--- config.mk ---
export PLATFORM = sky130hd
export DESIGN_NAME = if_id_stage
export DESIGN_NICKNAME = d
export VERILOG_FILES = /design/src/rtl/legv8_pkg.sv /design/src/rtl/pc_reg.sv /design/src/rtl/if_id_stage.sv
export SDC_FILE = /design/constraint.sdc
export NUM_CORES = 1
export LEC_CHECK = 0
export ABC_AREA = 1
export BUFFER_PORTS_ARGS = -buffer_cell sky130_fd_sc_hd__buf_4
export CELL_PAD_IN_SITES_DETAIL_PLACEMENT = 1
export CELL_PAD_IN_SITES_GLOBAL_PLACEMENT = 1
export CORE_ASPECT_RATIO = 1.5
export CORE_MARGIN = 2
export CORE_UTILIZATION = 33
export CTS_CLUSTER_DIAMETER = 30
export DETAILED_ROUTE_END_ITERATION = 10
export PLACE_DENSITY_LB_ADDON = 0.2
export REMOVE_ABC_BUFFERS = 1
export SLEW_MARGIN = 25
export SYNTH_ARGS = -nofsm -noshare
export SYNTH_HDL_FRONTEND = slang
export SYNTH_SLANG_ARGS = --single-unit
export TNS_END_PERCENT = 100
--- constraint.sdc ---
create_clock -name clk -period 3.1 [get_ports clk]
set_input_delay 0.155 -clock clk [delete_from_list [all_inputs] [get_ports clk]]
set_output_delay 0.155 -clock clk [all_outputs]
set_load 0.03 [all_outputs]
--- src/rtl/legv8_pkg.sv ---
// Shared LEGv8 front-end definitions: default widths, reset PC, bubble encoding, FSM states.
// Latency: n/a (types and constants only).
// Backpressure: n/a.
package legv8_pkg;

    localparam int          PC_WIDTH_DEF    = 64;
    localparam int          INSTR_WIDTH_DEF = 32;
    localparam logic [63:0] RESET_PC_DEF    = 64'h0;
    localparam int          PC_STEP_DEF     = 4;

    // A bubble carries an all-zero word; opcode 0 is a live encoding, so consumers gate on valid.
    localparam logic [31:0] NOP_INSTR = 32'h0;

    // Opcode field fed straight to the decoder.
    localparam int OPC_HI = 31;
    localparam int OPC_LO = 21;

    typedef enum logic [1:0] {
        ST_BOOT = 2'd0,
        ST_RUN  = 2'd1,
        ST_HALT = 2'd2
    } state_t;

    // What the IF/ID register does this cycle.
    typedef enum logic [1:0] {
        IFID_HOLD   = 2'd0,
        IFID_BUBBLE = 2'd1,
        IFID_LOAD   = 2'd2
    } ifid_op_t;

endpackage

--- src/rtl/pc_reg.sv ---
// Program counter with incrementer and redirect/hold/increment next-PC mux.
// Latency: new PC visible one cycle after redirect/advance is sampled.
// Backpressure: holds its value whenever neither redirect nor advance is asserted.
module pc_reg
    import legv8_pkg::*;
#(
    parameter int                  PC_WIDTH = PC_WIDTH_DEF,
    parameter logic [PC_WIDTH-1:0] RESET_PC = PC_WIDTH'(RESET_PC_DEF),
    parameter int                  PC_STEP  = PC_STEP_DEF
) (
    input  logic                clk,
    input  logic                rst_n,
    input  logic                redirect,
    input  logic [PC_WIDTH-1:0] target,
    input  logic                advance,
    output logic [PC_WIDTH-1:0] pc
);

    logic [PC_WIDTH-1:0] pc_inc;
    logic [PC_WIDTH-1:0] pc_nxt;

    // Redirect beats increment; wrap past the top of the address space is silent.
    always_comb begin
        pc_inc = pc + PC_WIDTH'(PC_STEP);
        pc_nxt = pc;
        if (redirect) begin
            pc_nxt = target;
        end else if (advance) begin
            pc_nxt = pc_inc;
        end
    end

    // PC register with synchronous reset.
    always_ff @(posedge clk) begin
        if (!rst_n) begin
            pc <= RESET_PC;
        end else begin
            pc <= pc_nxt;
        end
    end

endmodule

--- src/rtl/if_id_stage.sv ---
// LEGv8 instruction fetch plus IF/ID register with stall, branch redirect/flush and halt control.
// Latency: word at pc=A lands in IF/ID one cycle later; a taken branch inserts exactly one bubble.
// Backpressure: stall freezes pc and IF/ID; halt parks the front end until released.
module if_id_stage
    import legv8_pkg::*;
#(
    parameter int                  PC_WIDTH    = PC_WIDTH_DEF,
    parameter int                  INSTR_WIDTH = INSTR_WIDTH_DEF,
    parameter logic [PC_WIDTH-1:0] RESET_PC    = PC_WIDTH'(RESET_PC_DEF),
    parameter int                  PC_STEP     = PC_STEP_DEF
) (
    input  logic                   clk,
    input  logic                   rst_n,
    output logic [PC_WIDTH-1:0]    imem_addr,
    input  logic [INSTR_WIDTH-1:0] imem_rdata,
    input  logic                   stall,
    input  logic                   branch_taken,
    input  logic [PC_WIDTH-1:0]    branch_target,
    input  logic                   IF_Flush,
    input  logic                   halt,
    output logic [PC_WIDTH-1:0]    pc,
    output logic [PC_WIDTH-1:0]    if_id_pc,
    output logic [INSTR_WIDTH-1:0] if_id_instr,
    output logic                   if_id_valid,
    output logic [10:0]            opcode,
    output logic                   halted
);

    state_t   state;
    state_t   state_nxt;
    ifid_op_t ifid_op;
    logic     pc_advance;

    pc_reg #(
        .PC_WIDTH (PC_WIDTH),
        .RESET_PC (RESET_PC),
        .PC_STEP  (PC_STEP)
    ) u_pc_reg (
        .clk      (clk),
        .rst_n    (rst_n),
        .redirect (branch_taken),
        .target   (branch_target),
        .advance  (pc_advance),
        .pc       (pc)
    );

    assign imem_addr = pc;
    assign opcode    = if_id_instr[OPC_HI:OPC_LO];
    assign halted    = (state == ST_HALT);

    // FSM state register.
    always_ff @(posedge clk) begin
        if (!rst_n) begin
            state <= ST_BOOT;
        end else begin
            state <= state_nxt;
        end
    end

    // Next state and per-cycle fetch action; a taken branch redirects the PC in every state.
    always_comb begin
        state_nxt  = state;
        ifid_op    = IFID_BUBBLE;
        pc_advance = 1'b0;
        case (state)
            ST_BOOT: begin
                state_nxt = halt ? ST_HALT : ST_RUN;
            end
            ST_RUN: begin
                if (branch_taken) begin
                    ifid_op = IFID_BUBBLE;
                end else if (IF_Flush) begin
                    ifid_op    = IFID_BUBBLE;
                    pc_advance = !stall;
                end else if (stall) begin
                    ifid_op = IFID_HOLD;
                end else if (halt) begin
                    // pc is not advanced so the word at pc is refetched on resume.
                    ifid_op   = IFID_BUBBLE;
                    state_nxt = ST_HALT;
                end else begin
                    ifid_op    = IFID_LOAD;
                    pc_advance = 1'b1;
                end
            end
            ST_HALT: begin
                state_nxt = halt ? ST_HALT : ST_RUN;
            end
            default: begin
                state_nxt = ST_BOOT;
            end
        endcase
    end

    // IF/ID pipeline register: capture, squash to bubble, or hold.
    always_ff @(posedge clk) begin
        if (!rst_n) begin
            if_id_pc    <= '0;
            if_id_instr <= INSTR_WIDTH'(NOP_INSTR);
            if_id_valid <= 1'b0;
        end else begin
            case (ifid_op)
                IFID_LOAD: begin
                    if_id_pc    <= pc;
                    if_id_instr <= imem_rdata;
                    if_id_valid <= 1'b1;
                end
                IFID_BUBBLE: begin
                    if_id_pc    <= '0;
                    if_id_instr <= INSTR_WIDTH'(NOP_INSTR);
                    if_id_valid <= 1'b0;
                end
                default: begin
                    if_id_pc    <= if_id_pc;
                    if_id_instr <= if_id_instr;
                    if_id_valid <= if_id_valid;
                end
            endcase
        end
    end

endmodule

==> metrics.yaml, run 1 <==
outcome: "finished clean"
slew_violations: 0
ys.warnings.count: 0
synthToLayoutAreaGrowth_pct: 39.8
cpPeakStageDelay_ns: 0.46
synth_cell_types: 41
grt_max_degree: 98
reg2reg_to: "u_pc_reg.pc[62]"
post-cts-setup-buffers: 0
diodes: 0
fin_cells: 1960
p_leak_nw: 5.01
cts-root-buf: "clkbuf_16"
routed_via_density: 4.91
avgSynthCellArea_um2: 6.56
gp_congestion: 0.882
path_cells: "ha_1, nand2_2, nor2_4, nand2_4, nor2_8, nand3_4, nor2_4, nand2_2, nand2_1, nand2_1, o21bai_1, inv_1"
worst-r2r-cell-count: 12
ys_ff_latch: 163
synth.most_common_cell: "nand2_1"
async_flop_share_pct: 0
worst_pin_slew_ns: 0.704
critPathTopFamily: "simple AND/OR/NAND/NOR gates"
p_clk_share_pct: 40.2
synth_common_cells: "nand2_1, dfxtp_1, a21oi_1"
synth_top_cell_area_share_pct: 37.6
hold_viol: 0
whs_path_depth: 5
rrSetupSlack_ns: 0.97
ir_drop_v: 0.000397
clock_latency_ns: 0.44
power.density_nw_per_um2: 445
holdCritStartpoint: "branch_target[16]"
track_usage_pct: 24.3
synth_largest_area_cell: "dfxtp_1"
die_x_um: 136
synth-main-ff-cell: "dfxtp_1"
critPathBufInv: 1
drtIter0Drc: 366
overflow: 0
fp.dieH_um: 202
fmax_ghz: 0.469
synth_area_leaders: "dfxtp_1, nand2_1, a21oi_1"
holdPathEnd: "u_pc_reg.pc[16]"
clk_pin_slew_worst_paths_ns: 0.07
switching_share_pct: 29.9
relSlewSlack_pct: 53.1
wire_per_inst_um: 17.1
finalSetupViolCount: 0
cp-start-kind: "flip-flop"
cts_resized: 0
synth_edf_count: 0
fin_ws_ns: 0.968
power_switching_mw: 1.61
syn_area_um2: 8670
skew_ns: 0.0104
power.total_mw: 5.40
cp.arrival_ns: 2.47
core_area_um2: 25900
dr.pass1.iters: 4
grt_pass1_vias: 9822
final_layout_size_suffix_gt1_share_pct: 26.4
dp.cells: 1870
reg2reg_from: "u_pc_reg.pc[2]"
seq_power_share_pct: 42.6
hold_path_class: "in -> reg"
crit_required_ns: 3.44
drc: 0
pre_cts_slack_ns: 0.886
grt_antenna_before_repair: 0
synth_cells: 1321
critical_path.max_fanout: 8
cts_sinks: 163
grt_pass1_wl_um: 52500
crit_path_top_delay_cell: "dfxtp_1"
cap_violations: 0
initial_core_util_pct: 33.5
htreeDepth: 4
pin_count: 339
post-route-period-util_pct: 68.8
combPwrFrac_pct: 17.2
dp_hpwl_um: 24500
rsz0062_at_grt: "false"
drtAntennaViolNets: 0
path_class: "reg -> reg"
tritoncts: "built"
route.vias.total: 9625
num_rows: 72
synth-seq-area-share_pct: 37.6
period_needed_ns: 2.13
cts_buffers: 17
finish.net_count: 1718
max-clock-path-buffers: 2
power.internal_mw: 3.79
dieArea_um2: 27600
portBuffers: 338
routed_wirelength_um: 33500
worstSetupEndpointType: "flip-flop"
-- how the worst max path moves through the flow --
stage	start	end	slack, ns	depth (start not counted)
floorplan	branch_taken	if_id_instr[0]	-2.41	6
global route	state[0]	if_id_pc[61]	0.75	8
global placement	branch_taken	if_id_instr[27]	0.95	8
CTS	u_pc_reg.pc[2]	u_pc_reg.pc[62]	0.96	12
finish	u_pc_reg.pc[2]	u_pc_reg.pc[62]	0.97	12
detailed placement	branch_taken	if_id_pc[33]	0.89	8
-- tightest hold or removal path, stage by stage --
cell and delay, ns:
buf_4 0.07, nand2_1 0.05, nand3_1 0.07, nand2_1 0.05, inv_1 0.04
-- placed cells by master, fill, tap and decap left out, drive strengths merged, types with 4 or more instances in the layout --
cell type / instances
a21oi: 140
a31oi: 18
buf: 350
clkbuf: 20
clkinv: 8
dfxtp: 163
dlygate4sd3: 58
inv: 86
nand2: 463
nand3: 61
nand3b: 6
nand4: 12
nor2: 150
nor3: 8
o211ai: 4
o21ai: 44
xnor2: 11
xor2: 8
-- power groups by stage --
stage	logic [mW]	registers [mW]	clock network, mW
after global routing	1.00	2.31	2.32
final	0.929	2.30	2.17
after floorplan	0.240	2.53	0
after CTS	0.937	2.30	2.23
after global placement	0.861	2.34	0
after detailed placement	0.874	2.35	0
-- metrics by stage --
stage	TNS [ns]	hold WS (ns)	util (%)	cell area, µm²
floorplan	-233.16	0.253	-	7850
global placement	0	0.389	42.3	10900
detailed placement	0	0.400	42.3	10900
CTS	0	0.00248	46.9	12100
global route	0	0.000975	46.9	12100
finish	0	0.0146	46.9	12100
-- routing by layer --
layer  vias to the layer above  routed length (µm)  GRT usage (%)
met5                         -                   0              0
met4                         0                1030           9.67
met3                        61                1420           4.17
met2                       255               17700           45.2
met1                      4576               13300           26.9
li1                       4733                   -              -
-- kinds of logic after synthesis --
kind of cell	count (synthesis)	synth area share (%)
simple gates	703	33.9
flops	163	37.6
compound gates	215	13.1
buf+inv	219	13.1
xor+xnor	19	1.92
fa+ha+maj	2	0.289
-- cell type report --
cell class              count  area (µm²)
fillers                  3395       13700
flip-flops and latches    163        3260
well taps                 333         417
repair buffers            408        3230
multi-input cells         939        4290
inverters                  85         322
clock buffers              20         467
clock inverters            12         128
-- timing repair --
| action | CTS | global route |
|---|---|---|
| endpoints found under the setup margin | 0 | 0 |
| hold buffers | 58 | 0 |
| hold endpoints to repair | 58 | 0 |
Power figures use the tool's default switching activity.
==> run 2, diff against run 1 <==
clock period = 2 ns   (was 3.1 ns; I/O delays follow)
==> metrics.yaml, run 2 (synthesis gave the netlist of run 1 again) <==
outcome: "finished clean"
whs_path_depth: 3  # -2
dr.pass1.iters: 4  # unchanged
gp_congestion: 0.922  # +4.6%
routed_via_density: 4.88  # -0.59%
rsz0062_at_grt: "false"
die_x_um: 136  # unchanged
dp.cells: 1951  # +4.3%
period_needed_ns: 1.90  # -0.231 ns
cap_violations: 0  # unchanged
drtIter0Drc: 339  # -7.4%
p_leak_nw: 5.45  # +8.8%
tns_ns: 0  # unchanged
pin_count: 339  # unchanged
reg2reg_to: "u_pc_reg.pc[56]"
combPwrFrac_pct: 20.5  # +3.3 points
cts_sinks: 163  # unchanged
portBuffers: 338  # unchanged
holdCritStartpoint: "rst_n"
synthToLayoutAreaGrowth_pct: 48.5
fillers: 3374  # -0.62%
power.density_nw_per_um2: 655  # +47%
core_area_um2: 25900  # unchanged
path_cells: "nand2_1, inv_1, nand4_1, nor2_4, nand3_1, o21ai_1, nand3_1, a21oi_1"
fin_util_pct: 49.8  # +2.9 points
num_rows: 72  # unchanged
ir_drop_v: 0.000572  # +44%
finalSetupViolCount: 0  # unchanged
final_layout_size_suffix_gt1_share_pct: 29.9  # +3.5 points
grt_pass1_wl_um: 55800  # +6.4%
cts_buffers: 17  # unchanged
overflow: 0  # unchanged
max-clock-path-buffers: 2  # unchanged
cp.arrival_ns: 2.26  # -0.21 ns
initial_core_util_pct: 33.5  # unchanged
drc: 0  # unchanged
reg2reg_from: "u_pc_reg.pc[5]"
grt_antenna_before_repair: 1  # +1
switching_share_pct: 30.0  # +0.11 points
clock_latency_ns: 0.44  # about the same
crit_path_top_delay_cell: "dfxtp_1"
relSlewSlack_pct: 64.8  # +12 points
drtAntennaViolNets: 0  # unchanged
skew_ns: 0.00953  # -0.000891 ns
tritoncts: "built"
power.internal_mw: 5.90  # +56%
cts-root-buf: "clkbuf_16"
p_clk_share_pct: 38.4  # -1.8 points
cpPeakStageDelay_ns: 0.40  # -0.06 ns
power_switching_mw: 2.53  # +57%
dp_hpwl_um: 27100  # +11%
track_usage_pct: 26.0  # +1.7 points
seq_power_share_pct: 41.1  # -1.5 points
finalInstanceArea_um2: 12900  # +6.2%
final_common_cell: "nand2_1"
worst-r2r-cell-count: 8  # -4
layout_common_cells: "nand2_1, buf_4, dfxtp_1"
worstSetupEndpointType: "flip-flop"
grt_max_degree: 56  # -43%
rrSetupSlack_ns: 0.1  # -0.87 ns
critPathMostFrequentCell: "nand3_1"
cp-start-kind: "flip-flop"
wire_per_inst_um: 18.0  # +5.6%
routed_wirelength_um: 37000  # +10%
slew_violations: 0  # unchanged
finish.net_count: 1808  # +5.2%
htreeDepth: 4  # unchanged
fp.dieH_um: 202  # unchanged
clk_pin_slew_worst_paths_ns: 0.07  # about the same
critical_path.max_fanout: 4  # -4
post-route-period-util_pct: 95.1  # +26 points
grt_pass1_vias: 10500  # +6.5%
holdPathEnd: "state[0]"
hold_viol: 0  # unchanged
worst_pin_slew_ns: 0.528  # -0.176 ns
dieArea_um2: 27600  # unchanged
place_area_um2: 11600  # +6.0%
route.vias.total: 10000  # +3.9%
crit_required_ns: 2.35  # -1.09 ns
fin_cells: 2049  # +4.5%
path_class: "reg -> reg"
fmax_ghz: 0.526  # +12%
hold_path_class: "in -> reg"
[run 2: cell count changes in the layout (fill, tap and decap cells not counted), sizes merged]
cell	change
buf	+83
inv	-3
dlygate4sd3	+6
diode	+1
clkinvlp	+3
clkbuf	+1
clkinv	-2
[run 2: power by group through the flow]
stage                     clock network [mW]  logic, mW  registers [mW]
after floorplan                            0      0.373            3.92
after global placement                     0       1.58            3.53
after detailed placement                   0       1.60            3.53
after CTS                               3.32       1.71            3.46
after global routing                    3.44       1.85            3.47
final                                   3.24       1.73            3.46
[run 2: final cells by class]
class	instances	area, µm²	share of cell area (%)
well taps	333	417	3.24
clock inverters	10	111	0.865
flip-flops and latches	163	3260	25.4
diodes	1	2.50	0.0194
repair buffers	498	4000	31.0
inverters	85	328	2.55
clock buffers	20	447	3.47
multi-input cells	939	4310	33.5
[run 2: worst max-delay path, delay by kind of cell, from the launching register on]
kind	cells	cell delay, ns
AOI/OAI and AO/OA	2	0.38
buffers and inverters	1	0.09
DFF	1	0.40
and+or+nand+nor	5	0.96
[run 2: timing repair]
| item | CTS | global route |
|---|---|---|
| gates resized for setup | 0 | 8 |
| endpoints found under the hold margin | 64 | 0 |
| hold buffers | 64 | 0 |
| endpoints found under the setup margin | 0 | 91 |
| setup buffers | 0 | 2 |
[run 2: routing by layer]
layer  global-route usage [%]  vias to the layer above  part of all wire, %
met5                        0                        -                0.035
met4                     9.56                        2                  2.9
met3                     4.34                       63                  4.1
met2                     49.9                      270                   54
met1                     27.9                     4759                   39
li1                         -                     4909                    -
[run 2: how the worst max path moves through the flow]
stage	from	to	slack, ns	cells after the start
floorplan	branch_taken	if_id_instr[0]	-3.45	6
global placement	state[0]	u_pc_reg.pc[14]	0.10	8
detailed placement	state[0]	u_pc_reg.pc[14]	0.07	8
CTS	state[0]	u_pc_reg.pc[14]	0.05	8
global route	u_pc_reg.pc[5]	u_pc_reg.pc[56]	0.002	8
finish	u_pc_reg.pc[5]	u_pc_reg.pc[56]	0.1	8
[run 2: per-stage QoR]
step	hold WS, ns	setup WS [ns]	total power, mW
after detailed placement	0.339	0.0691	5.13
after CTS	0.00445	0.0528	8.50
final	0.0183	0.0990	8.43
after global placement	0.327	0.103	5.11
after floorplan	0.198	-3.45	4.30
after global routing	0.0327	0.00163	8.76
==> run 3, diff against run 2 <==
BUFFER_PORTS_ARGS = not set   (was -buffer_cell sky130_fd_sc_hd__buf_4)
CORE_MARGIN = 5   (was 2)
CORE_UTILIZATION = 43   (was 33)
DONT_BUFFER_PORTS = 1   (was not set)
==> metrics.yaml, run 3 (synthesis gave the netlist of run 1 again) <==
seq_power_share_pct: 42.7  # +1.6 points
dr.pass1.iters: 4  # unchanged
seq_area_um2: 3270  # +0.23%
cp-start-kind: "flip-flop"
worst_pin_slew_ns: 0.690  # +0.162 ns
routed_via_density: 5.38  # +10%
combPwrFrac_pct: 16.9  # -3.6 points
die_x_um: 126  # -7.6%
pin_count: 339  # unchanged
cap_violations: 0  # unchanged
power.density_nw_per_um2: 754  # +15%
post-route-period-util_pct: 97.9  # +2.9 points
portBuffers: 0  # -100%
grt_max_degree: 58  # +3.6%
initial_core_util_pct: 43.8  # +10 points
p_clk_share_pct: 40.4  # +2.0 points
cts_buffers: 17  # unchanged
finish.net_count: 1526  # -16%
tritoncts: "built"
hold_viol: 0  # unchanged
grt_antenna_before_repair: 1  # unchanged
final_common_cell: "nand2_1"
clk_pin_slew_worst_paths_ns: 0.07  # about the same
crit_required_ns: 2.32  # -0.03 ns
critical_path.max_fanout: 6  # +2
routed_wirelength_um: 34800  # -5.8%
fin_util_pct: 54.9  # +5.1 points
max-clock-path-buffers: 2  # unchanged
skew_ns: 0.0104  # +0.000883 ns
path_class: "reg -> reg"
dp_hpwl_um: 23800  # -12%
clock_latency_ns: 0.44  # about the same
htreeDepth: 4  # unchanged
p_leak_nw: 3.99  # -27%
wire_per_inst_um: 20.5  # +14%
grt_pass1_wl_um: 53400  # -4.3%
drtAntennaViolNets: 0  # unchanged
final_layout_size_suffix_gt1_share_pct: 13.6  # -16 points
outcome: "finished clean"
relSlewSlack_pct: 53.9  # -11 points
dieArea_um2: 23200  # -16%
power_switching_mw: 2.45  # -3.2%
multi_input_area_um2: 4310  # unchanged
num_rows: 63  # -13%
power.internal_mw: 5.74  # -2.7%
overflow: 0  # unchanged
synthToLayoutAreaGrowth_pct: 25.3
fmax_ghz: 0.511  # -2.9%
drtIter0Drc: 454  # +34%
fp.dieH_um: 184  # -9.2%
ir_drop_v: 0.000488  # -15%
hold_path_class: "in -> reg"
place_area_um2: 9090  # -22%
cts_sinks: 163  # unchanged
fillers: 2562  # -24%
layout_common_cells: "nand2_1, dfxtp_1, a21oi_1"
core_area_um2: 19800  # -23%
switching_share_pct: 29.9  # -0.11 points
cts-root-buf: "clkbuf_16"
cp.arrival_ns: 2.27  # about the same
period_needed_ns: 1.96  # +0.0576 ns
finalInstanceArea_um2: 10900  # -16%
drc: 0  # unchanged
route.vias.total: 9125  # -8.8%
slew_violations: 0  # unchanged
grt_pass1_vias: 9823  # -6.1%
finalSetupViolCount: 0  # unchanged
worstSetupEndpointType: "flip-flop"
gp_congestion: 0.927  # +0.54%
tns_ns: 0  # unchanged
track_usage_pct: 29.0  # +3.0 points
## run 3: worst paths after layout
path	start	to	slack (ns)	cells after the start
worst max-delay path	u_pc_reg.pc[4]	u_pc_reg.pc[57]	0.04	10
worst min-delay path	rst_n	if_id_pc[14]	0.02	2
worst min register to register	if_id_instr[28]	if_id_instr[28]	0.48	2
worst max register to register	u_pc_reg.pc[4]	u_pc_reg.pc[57]	0.04	10
## run 3: critical path, stage by stage, from the launching register on
cell     delay, ns
dfxtp_2       0.40
nand2_1       0.08
nor2_1        0.23
nand2_2       0.11
buf_4         0.17
nor2_4        0.19
nand2_1       0.14
o21ai_0       0.19
nand3_1       0.16
nand2_1       0.11
a21oi_1       0.07
## run 3: layout make-up
type | instances | area share, %
antenna | 1 | 0.0230
clock buffer | 24 | 4.43
clock inverter | 8 | 0.933
inverter | 85 | 2.96
multi-input combinational | 939 | 39.7
sequential | 163 | 30.1
tap | 260 | 2.99
timing repair buffer | 216 | 18.9
## run 3: power groups by stage
stage                     logic, mW  clock network, mW  registers (mW)
after floorplan               0.373                  0            3.92
after global placement         1.12                  0            3.56
after detailed placement       1.14                  0            3.57
after CTS                      1.35               3.38            3.49
after global routing           1.48               3.51            3.51
final                          1.38               3.31            3.50
## run 3: through the flow
step / total power, mW / setup WS (ns) / std cells / hold WS [ns]
after floorplan: 4.30 / -3.45 / 1187 / 0.198
after global placement: 4.68 / 0.144 / 1552 / 0.200
after detailed placement: 4.70 / 0.0525 / 1552 / 0.207
after CTS: 8.22 / 0.0281 / 1691 / 0.0238
after global routing: 8.49 / -0.0954 / 1696 / 0.0284
final: 8.19 / 0.0414 / 1696 / 0.0245
## run 3: timing repair
action,CTS,global route
buffers inserted,0,2
hold endpoints to repair,98,0
hold buffers,107,0
gates resized for setup,0,12
setup endpoints to repair,0,103
## run 3: layer usage
layer	vias to the layer above	part of all wire [%]	track usage, %	routed length [µm]
met5	-	0	0	0
met1	4412	37	30.8	13000
met3	65	5.4	6.69	1870
met2	305	54	54.7	18900
met4	0	3.2	12.0	1100
li1	4343	-	-	-
